File: config.mk
export PLATFORM = sky130hd
export DESIGN_NAME = mem_arbiter
export DESIGN_NICKNAME = d
export VERILOG_FILES = /design/src/rtl/mem_arbiter.sv
export SDC_FILE = /design/constraint.sdc
export NUM_CORES = 1
export LEC_CHECK = 0
export CELL_PAD_IN_SITES_DETAIL_PLACEMENT = 0
export CELL_PAD_IN_SITES_GLOBAL_PLACEMENT = 1
export CORE_AREA = 5 5 105 132
export CTS_BUF_LIST = sky130_fd_sc_hd__clkbuf_16
export DETAILED_ROUTE_END_ITERATION = 10
export DIE_AREA = 0 0 110 137
export GPL_ROUTABILITY_DRIVEN = 0
export PLACE_DENSITY = 0.91
export SLEW_MARGIN = 10
export SYNTH_ARGS = -nofsm -noshare
export SYNTH_HDL_FRONTEND = slang
export SYNTH_SLANG_ARGS = --single-unit
File: constraint.sdc
create_clock -name CLK -period 2.2 [get_ports CLK]
set_input_delay 0.44 -clock CLK [delete_from_list [all_inputs] [get_ports CLK]]
set_output_delay 0.44 -clock CLK [all_outputs]
set_load 0.03 [all_outputs]
File: src/rtl/mem_arbiter.sv
// Two-master RAM arbiter (icache/dcache) with dcache burst lock and zero-latency pass-through.
// Optional icache anti-starvation hand-off is built when MEM_ARB_STARVE_EN is defined.
module mem_arbiter #(
   parameter int unsigned STARVE_LIMIT = 8,
   parameter int unsigned CNT_W        = 4
) (
   input  logic        CLK,
   input  logic        RST,
   input  logic        iREN,
   input  logic [31:0] iaddr,
   output logic        iwait,
   output logic [31:0] iload,
   input  logic        dREN,
   input  logic        dWEN,
   input  logic [31:0] daddr,
   input  logic [31:0] dstore,
   output logic        dwait,
   output logic [31:0] dload,
   output logic        ramREN,
   output logic        ramWEN,
   output logic [31:0] ramaddr,
   output logic [31:0] ramstore,
   input  logic [31:0] ramload,
   input  logic [1:0]  ramstate
);

   typedef enum logic [1:0] {OwnIdle, OwnD, OwnI} own_e;

   localparam logic [1:0] RamAccess = 2'd2;

   if ((2 ** CNT_W) <= STARVE_LIMIT) begin : g_bad_cfg
      $error("CNT_W too narrow for STARVE_LIMIT");
   end

   own_e own_q, own_d;
   logic dreq, serve_d, serve_i, done;

   // The icache lock only holds while own is OwnI; otherwise dcache has priority.
   always_comb begin
      dreq    = dREN | dWEN;
      serve_d = 1'b0;
      serve_i = 1'b0;
      if (own_q == OwnI && iREN) begin
         serve_i = 1'b1;
      end else if (dreq) begin
         serve_d = 1'b1;
      end else if (iREN) begin
         serve_i = 1'b1;
      end
      done = (ramstate == RamAccess) && (serve_d || serve_i);
   end

`ifdef MEM_ARB_STARVE_EN
   localparam logic [CNT_W-1:0] Limit = CNT_W'(STARVE_LIMIT);

   logic [CNT_W-1:0] scnt_q, scnt_d;
   logic             handoff;

   always_comb begin
      handoff = serve_d && done && (scnt_q == Limit);
      scnt_d  = '0;
      if (own_q == OwnD && iREN && !serve_i) begin
         scnt_d = (scnt_q == Limit) ? scnt_q : scnt_q + 1'b1;
      end
      if (handoff) begin
         scnt_d = '0;
      end
   end

   always_ff @(posedge CLK or posedge RST) begin
      if (RST) begin
         scnt_q <= '0;
      end else begin
         scnt_q <= scnt_d;
      end
   end
`else
   logic handoff;
   assign handoff = 1'b0;
`endif

   // Ownership only moves on a completed word; a stalled word keeps its owner.
   always_comb begin
      own_d = own_q;
      if (!serve_d && !serve_i) begin
         own_d = OwnIdle;
      end else if (done) begin
         if (serve_d) begin
            own_d = handoff ? OwnI : OwnD;
         end else begin
            own_d = dreq ? OwnIdle : OwnI;
         end
      end
   end

   always_ff @(posedge CLK or posedge RST) begin
      if (RST) begin
         own_q <= OwnIdle;
      end else begin
         own_q <= own_d;
      end
   end

   always_comb begin
      ramREN   = 1'b0;
      ramWEN   = 1'b0;
      ramaddr  = '0;
      ramstore = '0;
      iwait    = 1'b1;
      dwait    = 1'b1;
      iload    = '0;
      dload    = '0;
      if (!RST) begin
         if (serve_d) begin
            ramaddr  = daddr;
            ramstore = dstore;
            ramWEN   = dWEN;
            ramREN   = dREN & ~dWEN;
            if (done) begin
               dwait = 1'b0;
               dload = ramload;
            end
         end else if (serve_i) begin
            ramaddr = iaddr;
            ramREN  = 1'b1;
            if (done) begin
               iwait = 1'b0;
               iload = ramload;
            end
         end
      end
   end

endmodule
# After elaboration in Yosys (flattened, before gate mapping)
# Index checks and enable logic that the tools add are counted.
# word_totals
ff_bits	2
input_bits	135
out_inout_bits	132
word_cells	44
# op_classes
eq_ne	2
n_mux	31
bitwise	3
n_reduce_logical	7
# ops
op	n
two-way mux 32 bit	11
two-way mux 1 bit	16
two-way mux 2 bit	4
== test 2 bit, second input constant	2
logical AND 1 bit	3
zero test 1 bit	2
nonzero test 2 bit	1
AND 1 bit	1
logical OR 1 bit	1
NOT 1 bit	1
OR 1 bit	1

# Logic depth before layout (Yosys ltp)
# logic_depth
depth_word	9
ltp_mapped	5
depth_no_buf	3

# Worst setup path before layout
# OpenSTA, ideal clock, no wires.
# synth_path
path_type	input port to output port
from	input iREN
to	output iload[21]
arrival_ns	1.693
setup_slack_ns	0.067
path_stages	5
path_buffers	2
path_cell_list	clkbuf_1 > inv_1 > a2111oi_4 > buf_6 > and2_1
# synth_between
elab_chain_cells	9
elab_cells_between_ends	11
classes_between	8 x mux; 3 x reduce/logical
# synth_rtl
item	line_no	text
start, declared	9	input logic iREN,
two-way mux 1 bit	47	end else if (iREN) begin
two-way mux 1 bit	45	end else if (dreq) begin
two-way mux 1 bit	43	if (own_q == OwnI && iREN) begin
logical OR 1 bit	50	done = (ramstate == RamAccess) && (serve_d || serve_i);
logical AND 1 bit	50	
two-way mux 32 bit	126	if (done) begin
two-way mux 32 bit	123	end else if (serve_i) begin
two-way mux 32 bit (*)	114	if (serve_d) begin
two-way mux 32 bit (*)	113	if (!RST) begin
end, declared	12	output logic [31:0] iload,
# Every way passes the cells marked *; elsewhere a longest branch is shown, timed or not.

# Worst setup path after layout
# layout_path
from	input dREN
to	output iload[28]
# layout_between
elab_chain_cells	9
elab_cells_between_ends	11
classes_between	8 x mux; 1 x bitwise; 2 x reduce/logical
# layout_rtl
item	line_no	text
start, declared	13	input logic dREN,
OR 1 bit (*)	40	dreq = dREN | dWEN;
two-way mux 1 bit	45	
two-way mux 1 bit	43	
logical OR 1 bit	50	
logical AND 1 bit	50	
two-way mux 32 bit	126	
two-way mux 32 bit	123	
two-way mux 32 bit (*)	114	
two-way mux 32 bit (*)	113	
# Marked as above.

==> metrics.cfg <==
[die]
std_cell_rows=46
die_y_um=137
die_area_sq_mm=0.01507
ios=267
start_util_pct=9.808
core_area_sq_mm=0.01249
dieWidth_um=110

[logic_synthesis]
syn_inst=175
synth_area_leaders=and2_1, a22o_1, dfrtp_1, buf_6, buf_2
synth_top_area_share_pct=49.03
synth_edf_count=0
synthDistinctLibCells=24
synth_nets=310
yosysWarnings=0
ys_ff_latch=2
seq_area_frac_synth_pct=4.086
async_flop_share_pct=100.0
ys.flop_type=dfrtp_1
synth_area_per_cell_sq_um=7.000
yosys.area.top_type=and2_1
synth_area_sq_mm=0.001225

[final_layout]
multi_input_area_sq_mm=0.001246
top_register=own_q
final_cell_area_sq_mm=0.005037
ff_latch_area_sq_um=51.30
layout.cells.non_filler=639
top_regs=own_q: 2 flops
num-nets-final=608
diodes=0
largest_reg_flops=2
layout-drive-gt1-share_pct=51.38
area_growth_pct=311.2
n_fill_cell=1204

[cts]
clk_transition_reported_paths_ns=0.03
hold_buffers=0
cts_max_level=1
cts_tree=yes
numCtsBuffers=3
clockBufferDepth=2
clk_root_buffer_cell=clkbuf_16
clk_latency_ns=0.22
clock-sinks=2

[power]
p_clk_share_pct=18.7
switchingPower_uw=551.6
p_int_uw=924.6
pwr-share-comb_pct=78.0
p_leak_uw=0.002298
power.density_mw_per_mm2=293.0
switching_share_pct=37.37
seqPwrFrac_pct=3.2
power_uw=1476
peakVddDrop_uv=365.1

[sta]
clock_skew_ns=0.0005038
setup_viol=55
tightest_slew_ns=0.2617
layout_min_cycle_time_ns=2.346
rsz0062_at_grt=yes
hold_viol=0
slew_headroom_pct=82.55
whs_ns=0.4710
max_freq_mhz=426.2
slew_viol_final=0
worst_slack_ns=-0.1464
fin_crit_sh_pct=106.7

[outcome]
violations=setup timing
status=finished, violations left

[global_route]
grt_pass1_vias=2835
track_usage_pct=13.28
grt_remaining_overflow=0
grt_max_degree=34
antenna_found_initial=0
grt_first_pass_wirelength_um=15420

[detailed_routing]
drt-total-wl_um=11270
wl_per_cell_um=17.64
firstDrtPassIters=4
vias=2578
detail-route-antenna-nets=0
drc=0
via_per_inst=4.034
drt_iter0_markers=53

[critical_path]
crit_end=iload[28]
critPathLaunch=dREN
cp_cell_sequence=buf_6 -> or2_4 -> buf_6 -> a2111oi_4 -> buf_6 -> buf_12 -> buf_8 -> and2_1 -> buf_6
required_ns=1.76
r2r-end=own_q[1]
critPathMaxFanout=8
cp_slowest_cell=a2111oi_4
startpoint_type=input port
worstSetupPathType=input port to primary output
cp.arrival_ns=1.91
r2r_setup_slack_ns=1.33
r2r_cells=3
crit_top_cell=buf_6
slowest_delay_ns=0.29
cp-end-kind=primary output
r2r-start=own_q[1]

[min_path]
worstHoldPathType=input port to async pin

[flow_run]
cap_viol_max_count=0

[placement]
port_buffers=266
place_inst=604
dp_slack_ns=-0.5129
place_area_sq_mm=0.003916
dpl.hpwl_um=7255

## worst max-delay path, delay by kind of cell
| family | cells | cell delay, ns |
|---|---|---|
| buffers and inverters | 6 | 0.76 |
| AND/OR/NAND/NOR | 2 | 0.40 |
| AO/OA/AOI/OAI | 1 | 0.29 |
## metrics by stage
step / setup TNS (ns) / utilization (%)
floorplan: 0 / -
global placement: -39.71 / 31.36
detailed placement: -41.83 / 31.36
CTS: -5.882 / 39.49
global route: -8.735 / 40.33
finish: -4.164 / 40.33
## layout make-up
type | count | share of cell area (%)
Timing Repair Buffer | 311 | 68.28
Sequential cell | 2 | 1.018
Multi-Input combinational cell | 151 | 24.74
Inverter | 4 | 0.2981
Clock buffer | 3 | 1.490
Tap cell | 168 | 4.173
## cell usage in the layout (no fill, tap or decap), types with 2 or more instances in the layout
master,netlist,routed
buf_8,0,3
buf_16,0,10
nand2b_4,0,2
nand2_1,2,2
buf_4,0,52
clkbuf_16,0,4
dlygate4sd2_1,0,2
buf_6,4,99
buf_2,6,2
buf_12,0,14
a21oi_1,5,5
inv_1,4,3
a22o_4,0,5
clkdlybuf4s50_1,0,128
a22o_1,31,26
and2_1,96,54
and2_4,0,42
## cells by family after synthesis
group                  count (synthesis)  share of synthesized area, %
AO/OA/AOI/OAI                         41                         29.21
buffers and inverters                 22                         9.805
flip-flops                             2                         4.086
AND/OR/NAND/NOR                      110                         56.90
## how the worst min path moves through the flow
| stage | start | end | slack [ns] | cells past startpoint |
|---|---|---|---|---|
| final | RST | own_q[1] | 0.47 | 5 |
| after global routing | RST | own_q[1] | 0.48 | 5 |
| after CTS | RST | own_q[0] | 0.48 | 4 |
| after detailed placement | own_q[0] | own_q[0] | 0.56 | 2 |
| after global placement | own_q[0] | own_q[0] | 0.52 | 2 |
| after floorplan | RST | own_q[0] | 0.44 | 2 |
## synth_stat cells (all sizes together), types with 2 or more instances
cell type  instances
dfrtp              2
a22o              31
inv                4
nor2               2
buf               10
clkbuf             8
and2              96
a21oi              5
nand2b             2
nand2              2
## power by group through the flow
stage	registers, uW	clock network, uW	logic (uW)
after global placement	47.9	0	879
after floorplan	46.8	0	392
after global routing	48.9	286	1210
after detailed placement	48.8	0	888
final	47.9	276	1150
after CTS	47.6	275	1130
## layer usage
metal  up-vias  part of all wire [%]  track usage (%)
met1      1194                    28            11.53
met3         8                    13            3.917
met4         0                  0.82            1.317
met5         -                     0                0
li1       1192                     -                -
met2       184                    58            29.12
## timing repair
action	CTS	global route
gates resized for setup	160	40
setup buffers	20	5
pin swaps	57	9
endpoints found under the setup margin	130	98
cloned	12	1
No activity file was read; power rests on OpenSTA's default activity.
